<file path="src/rtl/des_key_schedule.sv">
// des_key_schedule: sequential DES key scheduler, one 48-bit subkey per valid/ready handshake
// Ports:
//   CLK, RST_N           rising-edge clock, asynchronous active-low reset
//   START, DECRYPT, KEY  request, order select and 64-bit key, sampled together in IDLE
//   SK_VALID, SK_READY   subkey handshake
//   SUBKEY, SK_IDX       PC-2 of the current C/D state and its subkey number 1..16
//   BUSY, DONE           not idle; one-cycle pulse after the last subkey is accepted
module des_key_schedule #(
    parameter int NUM_ROUNDS = 16
) (
    input  logic        CLK,
    input  logic        RST_N,
    input  logic        START,
    input  logic        DECRYPT,
    input  logic [64:1] KEY,
    output logic        SK_VALID,
    input  logic        SK_READY,
    output logic [48:1] SUBKEY,
    output logic [4:0]  SK_IDX,
    output logic        BUSY,
    output logic        DONE
);
    localparam logic [0:0] IDLE = 1'b0;
    localparam logic [0:0] EMIT = 1'b1;
    localparam logic [4:0] LAST = 5'(NUM_ROUNDS);
    // Tables hold FIPS bit numbers where bit 1 is the MSB.
    localparam int PC1 [56] = '{
        57, 49, 41, 33, 25, 17,  9,  1, 58, 50, 42, 34, 26, 18,
        10,  2, 59, 51, 43, 35, 27, 19, 11,  3, 60, 52, 44, 36,
        63, 55, 47, 39, 31, 23, 15,  7, 62, 54, 46, 38, 30, 22,
        14,  6, 61, 53, 45, 37, 29, 21, 13,  5, 28, 20, 12,  4};
    localparam int PC2 [48] = '{
        14, 17, 11, 24,  1,  5,  3, 28, 15,  6, 21, 10,
        23, 19, 12,  4, 26,  8, 16,  7, 27, 20, 13,  2,
        41, 52, 31, 37, 47, 55, 30, 40, 51, 45, 33, 48,
        44, 49, 39, 56, 34, 53, 46, 42, 50, 36, 29, 32};
    function automatic logic [55:0] pc1(input logic [64:1] k);
        logic [55:0] r;
        r = '0;
        for (int i = 0; i < 56; i++) r[55-i] = k[65-PC1[i]];
        return r;
    endfunction
    function automatic logic [47:0] pc2(input logic [55:0] cd);
        logic [47:0] r;
        r = '0;
        for (int i = 0; i < 48; i++) r[47-i] = cd[56-PC2[i]];
        return r;
    endfunction
    // Shift schedule: single shift for rounds 1, 2, 9 and 16, double otherwise.
    function automatic logic dbl(input logic [4:0] n);
        return !(n == 5'd1 || n == 5'd2 || n == 5'd9 || n == 5'd16);
    endfunction
    function automatic logic [27:0] rotl(input logic [27:0] x, input logic two);
        return two ? {x[25:0], x[27:26]} : {x[26:0], x[27]};
    endfunction
    function automatic logic [27:0] rotr(input logic [27:0] x, input logic two);
        return two ? {x[1:0], x[27:2]} : {x[0], x[27:1]};
    endfunction
    logic [0:0]  state_q, state_d;
    logic [27:0] c_q, c_d, d_q, d_d;
    logic [4:0]  idx_q, idx_d;
    logic        dec_q, dec_d, done_q, done_d;
    logic [55:0] cd0;
    logic        last;
    assign cd0  = pc1(KEY);
    assign last = dec_q ? (idx_q == 5'd1) : (idx_q == LAST);
    always_comb begin
        state_d = state_q;
        c_d     = c_q;
        d_d     = d_q;
        idx_d   = idx_q;
        dec_d   = dec_q;
        done_d  = 1'b0;
        if (state_q == IDLE) begin
            if (START) begin
                // PC-1 output already equals C16/D16, so decryption starts unrotated.
                c_d     = DECRYPT ? cd0[55:28] : rotl(cd0[55:28], 1'b0);
                d_d     = DECRYPT ? cd0[27:0]  : rotl(cd0[27:0], 1'b0);
                idx_d   = DECRYPT ? LAST : 5'd1;
                dec_d   = DECRYPT;
                state_d = EMIT;
            end
        end else if (SK_READY) begin
            if (last) begin
                state_d = IDLE;
                idx_d   = 5'd0;
                done_d  = 1'b1;
            end else if (dec_q) begin
                c_d   = rotr(c_q, dbl(idx_q));
                d_d   = rotr(d_q, dbl(idx_q));
                idx_d = idx_q - 5'd1;
            end else begin
                c_d   = rotl(c_q, dbl(idx_q + 5'd1));
                d_d   = rotl(d_q, dbl(idx_q + 5'd1));
                idx_d = idx_q + 5'd1;
            end
        end
    end
    always_ff @(posedge CLK or negedge RST_N) begin
        if (!RST_N) begin
            state_q <= IDLE;
            c_q     <= '0;
            d_q     <= '0;
            idx_q   <= '0;
            dec_q   <= 1'b0;
            done_q  <= 1'b0;
        end else begin
            state_q <= state_d;
            c_q     <= c_d;
            d_q     <= d_d;
            idx_q   <= idx_d;
            dec_q   <= dec_d;
            done_q  <= done_d;
        end
    end
    assign SUBKEY   = pc2({c_q, d_q});
    assign SK_VALID = (state_q == EMIT);
    assign BUSY     = (state_q == EMIT);
    assign SK_IDX   = idx_q;
    assign DONE     = done_q;
endmodule

</file>
<file path="config.mk">
export PLATFORM = sky130hd
export DESIGN_NAME = des_key_schedule
export DESIGN_NICKNAME = d
export VERILOG_FILES = /design/src/rtl/des_key_schedule.sv
export SDC_FILE = /design/constraint.sdc
export NUM_CORES = 1
export LEC_CHECK = 0
export ABC_AREA = 1
export BUFFER_PORTS_ARGS = -buffer_cell sky130_fd_sc_hd__buf_2
export CORE_AREA = 4 4 114 116
export CTS_CLUSTER_SIZE = 12
export DETAILED_ROUTE_END_ITERATION = 16
export DIE_AREA = 0 0 118 120
export GPL_ROUTABILITY_DRIVEN = 0
export PLACE_DENSITY_LB_ADDON = 0.12
export SETUP_SLACK_MARGIN = 0.4
export SKIP_LAST_GASP = 1
export SLEW_MARGIN = 40
export SYNTH_ARGS = -nofsm -noshare
export SYNTH_HDL_FRONTEND = slang
export SYNTH_SLANG_ARGS = --single-unit
export TNS_END_PERCENT = 20
</file>
<file path="constraint.sdc">
create_clock -name CLK -period 1.9 [get_ports CLK]
set_input_delay 0.38 -clock CLK [delete_from_list [all_inputs] [get_ports CLK]]
set_output_delay 0.38 -clock CLK [all_outputs]
set_load 0.01 [all_outputs]
</file>
==> parameters.txt <==
Parameter                              Value

Outcome
  Outcome    finished with violations
  Failing checks    negative setup slack

STA
  Worst Tran Pin Value    0.456 ns
  Final setup slack of the worst path    -0.0717 ns
  Final number of setup-violating endpoints    32
  Fin Clk Skew    0.00555 ns
  Share of the cycle needed by the critical path after routing    104%
  Hold Fails Final Rpt    0
  Unrepaired setup endpoints after global routing    yes
  Crit path time final    1.97 ns
  Worst hold slack after final layout    0.0432 ns
  Normalized max-slew margin    69.6%
  Upper clock frequency limit    507 MHz
  Pins over their slew limit    0

Synth
  Post-synth top area cell    sky130_fd_sc_hd__dfrtp_1
  Syn Inst Count    991
  Simple-Gate Fraction of Synth Area    29.4%
  Average size of a mapped cell    6.08 sq um
  Mapped Area    0.00602 sq mm
  Share of the yosys chip area belonging to registers    26.6%
  Synthesized Nets    1,066
  Area share of xor/xnor cells in the synthesized design    0.436%
  Combinational family with the most area after synthesis    simple AND/OR/NAND/NOR gates
  Flops & latches, synth    64
  Synth Warn #    0
  Biggest area contributors in the synthesized netlist    sky130_fd_sc_hd__dfrtp_1 27%, sky130_fd_sc_hd__nand2_1 11%, sky130_fd_sc_hd__nand3_1 9.8%
  Share of the synthesized area in compound gates (AO/OA/AOI/OAI)    21.5%
  Post-synthesis share of cell area spent on full adders, half adders and majority gates    1.25%
  Portion of netlist area occupied by mux cells    0%
  Share of the synthesized area in the top cell type    26.6%
  Yosys cell types    27

Die
  Area of the core    0.0119 sq mm
  Number of core rows    40
  Starting utilization of the core area    50.5%
  Ports placed on the boundary    125
  Die Area    0.0142 sq mm
  X dimension of the die    118 microns
  Vertical extent of the die    120 microns

Placed design
  Count of buffers from port buffering    116
  DP HPWL    11.0 mm
  Placed insts    1,165

Global route
  First-pass GRT wire length    27.8 mm
  Grt total ovfl    0
  Combined global-route utilization of all metal layers    23.2%
  Largest net degree at the start of global routing    65
  Number of antenna violations at the first check in global routing    0
  Via count of the first global-routing pass    5,937

Cells and area
  Proportion of layout cells with a drive suffix above 1    23.7%
  Final standard cell utilization of the core    61.3%
  Non-filler instance count after layout    1,195
  Most common cell after layout, fill and taps aside    sky130_fd_sc_hd__nand2_1
  Highest-count cells in the layout ignoring fill and taps    173 x sky130_fd_sc_hd__nand2_1, 119 x sky130_fd_sc_hd__inv_1, 116 x sky130_fd_sc_hd__buf_2
  Antenna Cells    0
  Layout overhead on the synthesized area    21.2%
  Nets@finish    1,118
  Filler instances    1,214

Route
  Number of remaining DRC errors    0
  Via count    6,584
  WL final    17.5 mm
  Routed wire length per instance    14.7 microns
  Count of antenna-violating nets left after detailed routing    0
  Detailed router's first-iteration violation count    561
  Count of TritonRoute iterations in the first routing pass    6
  DR vias/cell    5.51

Clock network
  Max Buffers Root-to-Sink    2
  Root buf cell    sky130_fd_sc_hd__clkbuf_16
  Clock-pin slew of the registers on the worst-case setup and hold paths    0.06 ns
  Htree depth    3
  # clock sinks    64
  CTS buffer count    9
  Clock latency on the worst-skew pair    0.34 ns
  Clock tree from TritonCTS    built

Worst setup path
  Required time of the worst setup path    2.17 ns
  Worst reg2reg startpoint    SK_IDX[0]$_DFFE_PN0P_
  Data arrival time of the critical path    2.24 ns
  Type of the setup path with the least slack    flop to flop
  Type of destination of the critical path    flop
  Max FO, Critical Path    7
  Beginning of the critical path    SK_IDX[0]$_DFFE_PN0P_
  CP startpoint kind    flop

Power
  Maximum ir drop on the vdd rail    1100 uV
  Static leakage    3.91 nW
  Power Dens Cells    2210 mW/mm^2

Hold path
  Hold WC Path Type    input port to asynchronous set/reset pin

Flow run
  Max-cap check violation count    0
==> cell families after synthesis <==
family                     count (synthesis)
DFF                                       64
adders and majority gates                  6
AOI/OAI and AO/OA                        241
buffers and inverters                    249
xor gates and xnor gates                   3
and+or+nand+nor                          428
==> layout make-up <==
| class | instances | area (sq um) | share of cell area, % |
|---|---|---|---|
| timing repair buffer | 165 | 1260 | 17.3 |
| tap | 147 | 184 | 2.52 |
| multi-input combinational | 678 | 3440 | 47.1 |
| inverter | 125 | 475 | 6.51 |
| clock inverter | 2 | 60.1 | 0.823 |
| clock buffer | 14 | 274 | 3.75 |
| sequential | 64 | 1610 | 22.0 |
==> stage by stage <==
step | setup TNS [ns] | setup slack, ns | instance area, sq um | power [mW]
finish | -0.629 | -0.0717 | 7300 | 16.1
global route | -8.08 | -0.181 | 7300 | 17.7
CTS | 0 | 0.0238 | 6920 | 14.8
detailed placement | -2.20 | -0.0808 | 6490 | 12.6
global placement | -1.35 | -0.0571 | 6490 | 12.5
floorplan | 0 | 0.113 | 6050 | 10.7
==> cell usage after synthesis <==
cell                        instances
sky130_fd_sc_hd__o21a_1             1
sky130_fd_sc_hd__nor2_2             1
sky130_fd_sc_hd__buf_1              8
sky130_fd_sc_hd__nand3_1          118
sky130_fd_sc_hd__nand2_1          184
sky130_fd_sc_hd__o22ai_1           59
sky130_fd_sc_hd__or2_2              1
sky130_fd_sc_hd__a31oi_2            1
sky130_fd_sc_hd__a21oi_1          116
sky130_fd_sc_hd__xnor2_1            2
sky130_fd_sc_hd__clkbuf_1          28
sky130_fd_sc_hd__nand2_2            2
sky130_fd_sc_hd__buf_2             23
sky130_fd_sc_hd__o21ai_0           60
sky130_fd_sc_hd__nor3_1             1
sky130_fd_sc_hd__inv_1            121
sky130_fd_sc_hd__nor2_1           118
sky130_fd_sc_hd__buf_6             11
sky130_fd_sc_hd__xor2_1             1
sky130_fd_sc_hd__o2111ai_1          1
sky130_fd_sc_hd__inv_2              4
sky130_fd_sc_hd__nand4_1            3
sky130_fd_sc_hd__o21ai_1            1
sky130_fd_sc_hd__dfrtp_1           64
sky130_fd_sc_hd__buf_4             54
sky130_fd_sc_hd__a31oi_1            2
sky130_fd_sc_hd__ha_1               6
==> state kept, by name, indices dropped and copies added, names as in the netlist <==
signal / flops
BUSY: 1
DONE: 1
SK_IDX: 5
c_q: 28
d_q: 28
dec_q: 1
==> path summary, 6_finish.rpt <==
kind | endpoint | slack [ns] | cells after the start
setup / recovery | c_q[10]$_DFFE_PN0P_ | -0.07 | 13
hold / removal | d_q[14]$_DFFE_PN0P_ | 0.04 | 2
setup reg to reg | c_q[10]$_DFFE_PN0P_ | -0.07 | 13
hold reg to reg | d_q[2]$_DFFE_PN0P_ | 0.54 | 2
max in group asynchronous | c_q[18]$_DFFE_PN0P_ | 1.54 | 2
min in group CLK | BUSY$_DFF_PN0_ | 0.34 | 3
==> per-layer routing <==
layer / vias to the layer above / share of wire, % / track usage (%)
met3: 29 / 5.4 / 4.43
met4: 0 / 1.8 / 6.45
met2: 211 / 49 / 39.5
met5: - / 0 / 0
li1: 3294 / - / -
met1: 3050 / 44 / 30.0
==> critical path, cell delays in order, from the launching register on <==
cell and delay (ns):
sky130_fd_sc_hd__dfrtp_2 0.46, sky130_fd_sc_hd__ha_4 0.19, sky130_fd_sc_hd__nand4_1 0.12, sky130_fd_sc_hd__nand2_2 0.10
sky130_fd_sc_hd__nand2_2 0.08, sky130_fd_sc_hd__nand3_2 0.08, sky130_fd_sc_hd__nand2_4 0.14, sky130_fd_sc_hd__nand2_8 0.11
sky130_fd_sc_hd__clkbuf_16 0.19, sky130_fd_sc_hd__nand2_1 0.07, sky130_fd_sc_hd__nand3_2 0.08, sky130_fd_sc_hd__nand2_2 0.08
sky130_fd_sc_hd__nand2_2 0.05, sky130_fd_sc_hd__a21oi_2 0.14
==> timing repair <==
| action | 4_1_cts | 5_1_grt |
|---|---|---|
| resized for setup | 16 | 51 |
| pin swaps | 2 | 12 |
| cloned | 0 | 7 |
| hold endpoints to repair | 0 | 0 |
| setup endpoints to repair | 62 | 64 |
| hold buffers | 0 | 0 |
| buffers inserted | 4 | 3 |
==> power by group <==
group / switching [mW] / total, mW / internal [mW]
clock network: 0.626 / 1.88 / 1.26
registers: 0.808 / 2.90 / 2.09
logic: 6.75 / 11.3 / 4.57
(Power assumes the default switching activity.)
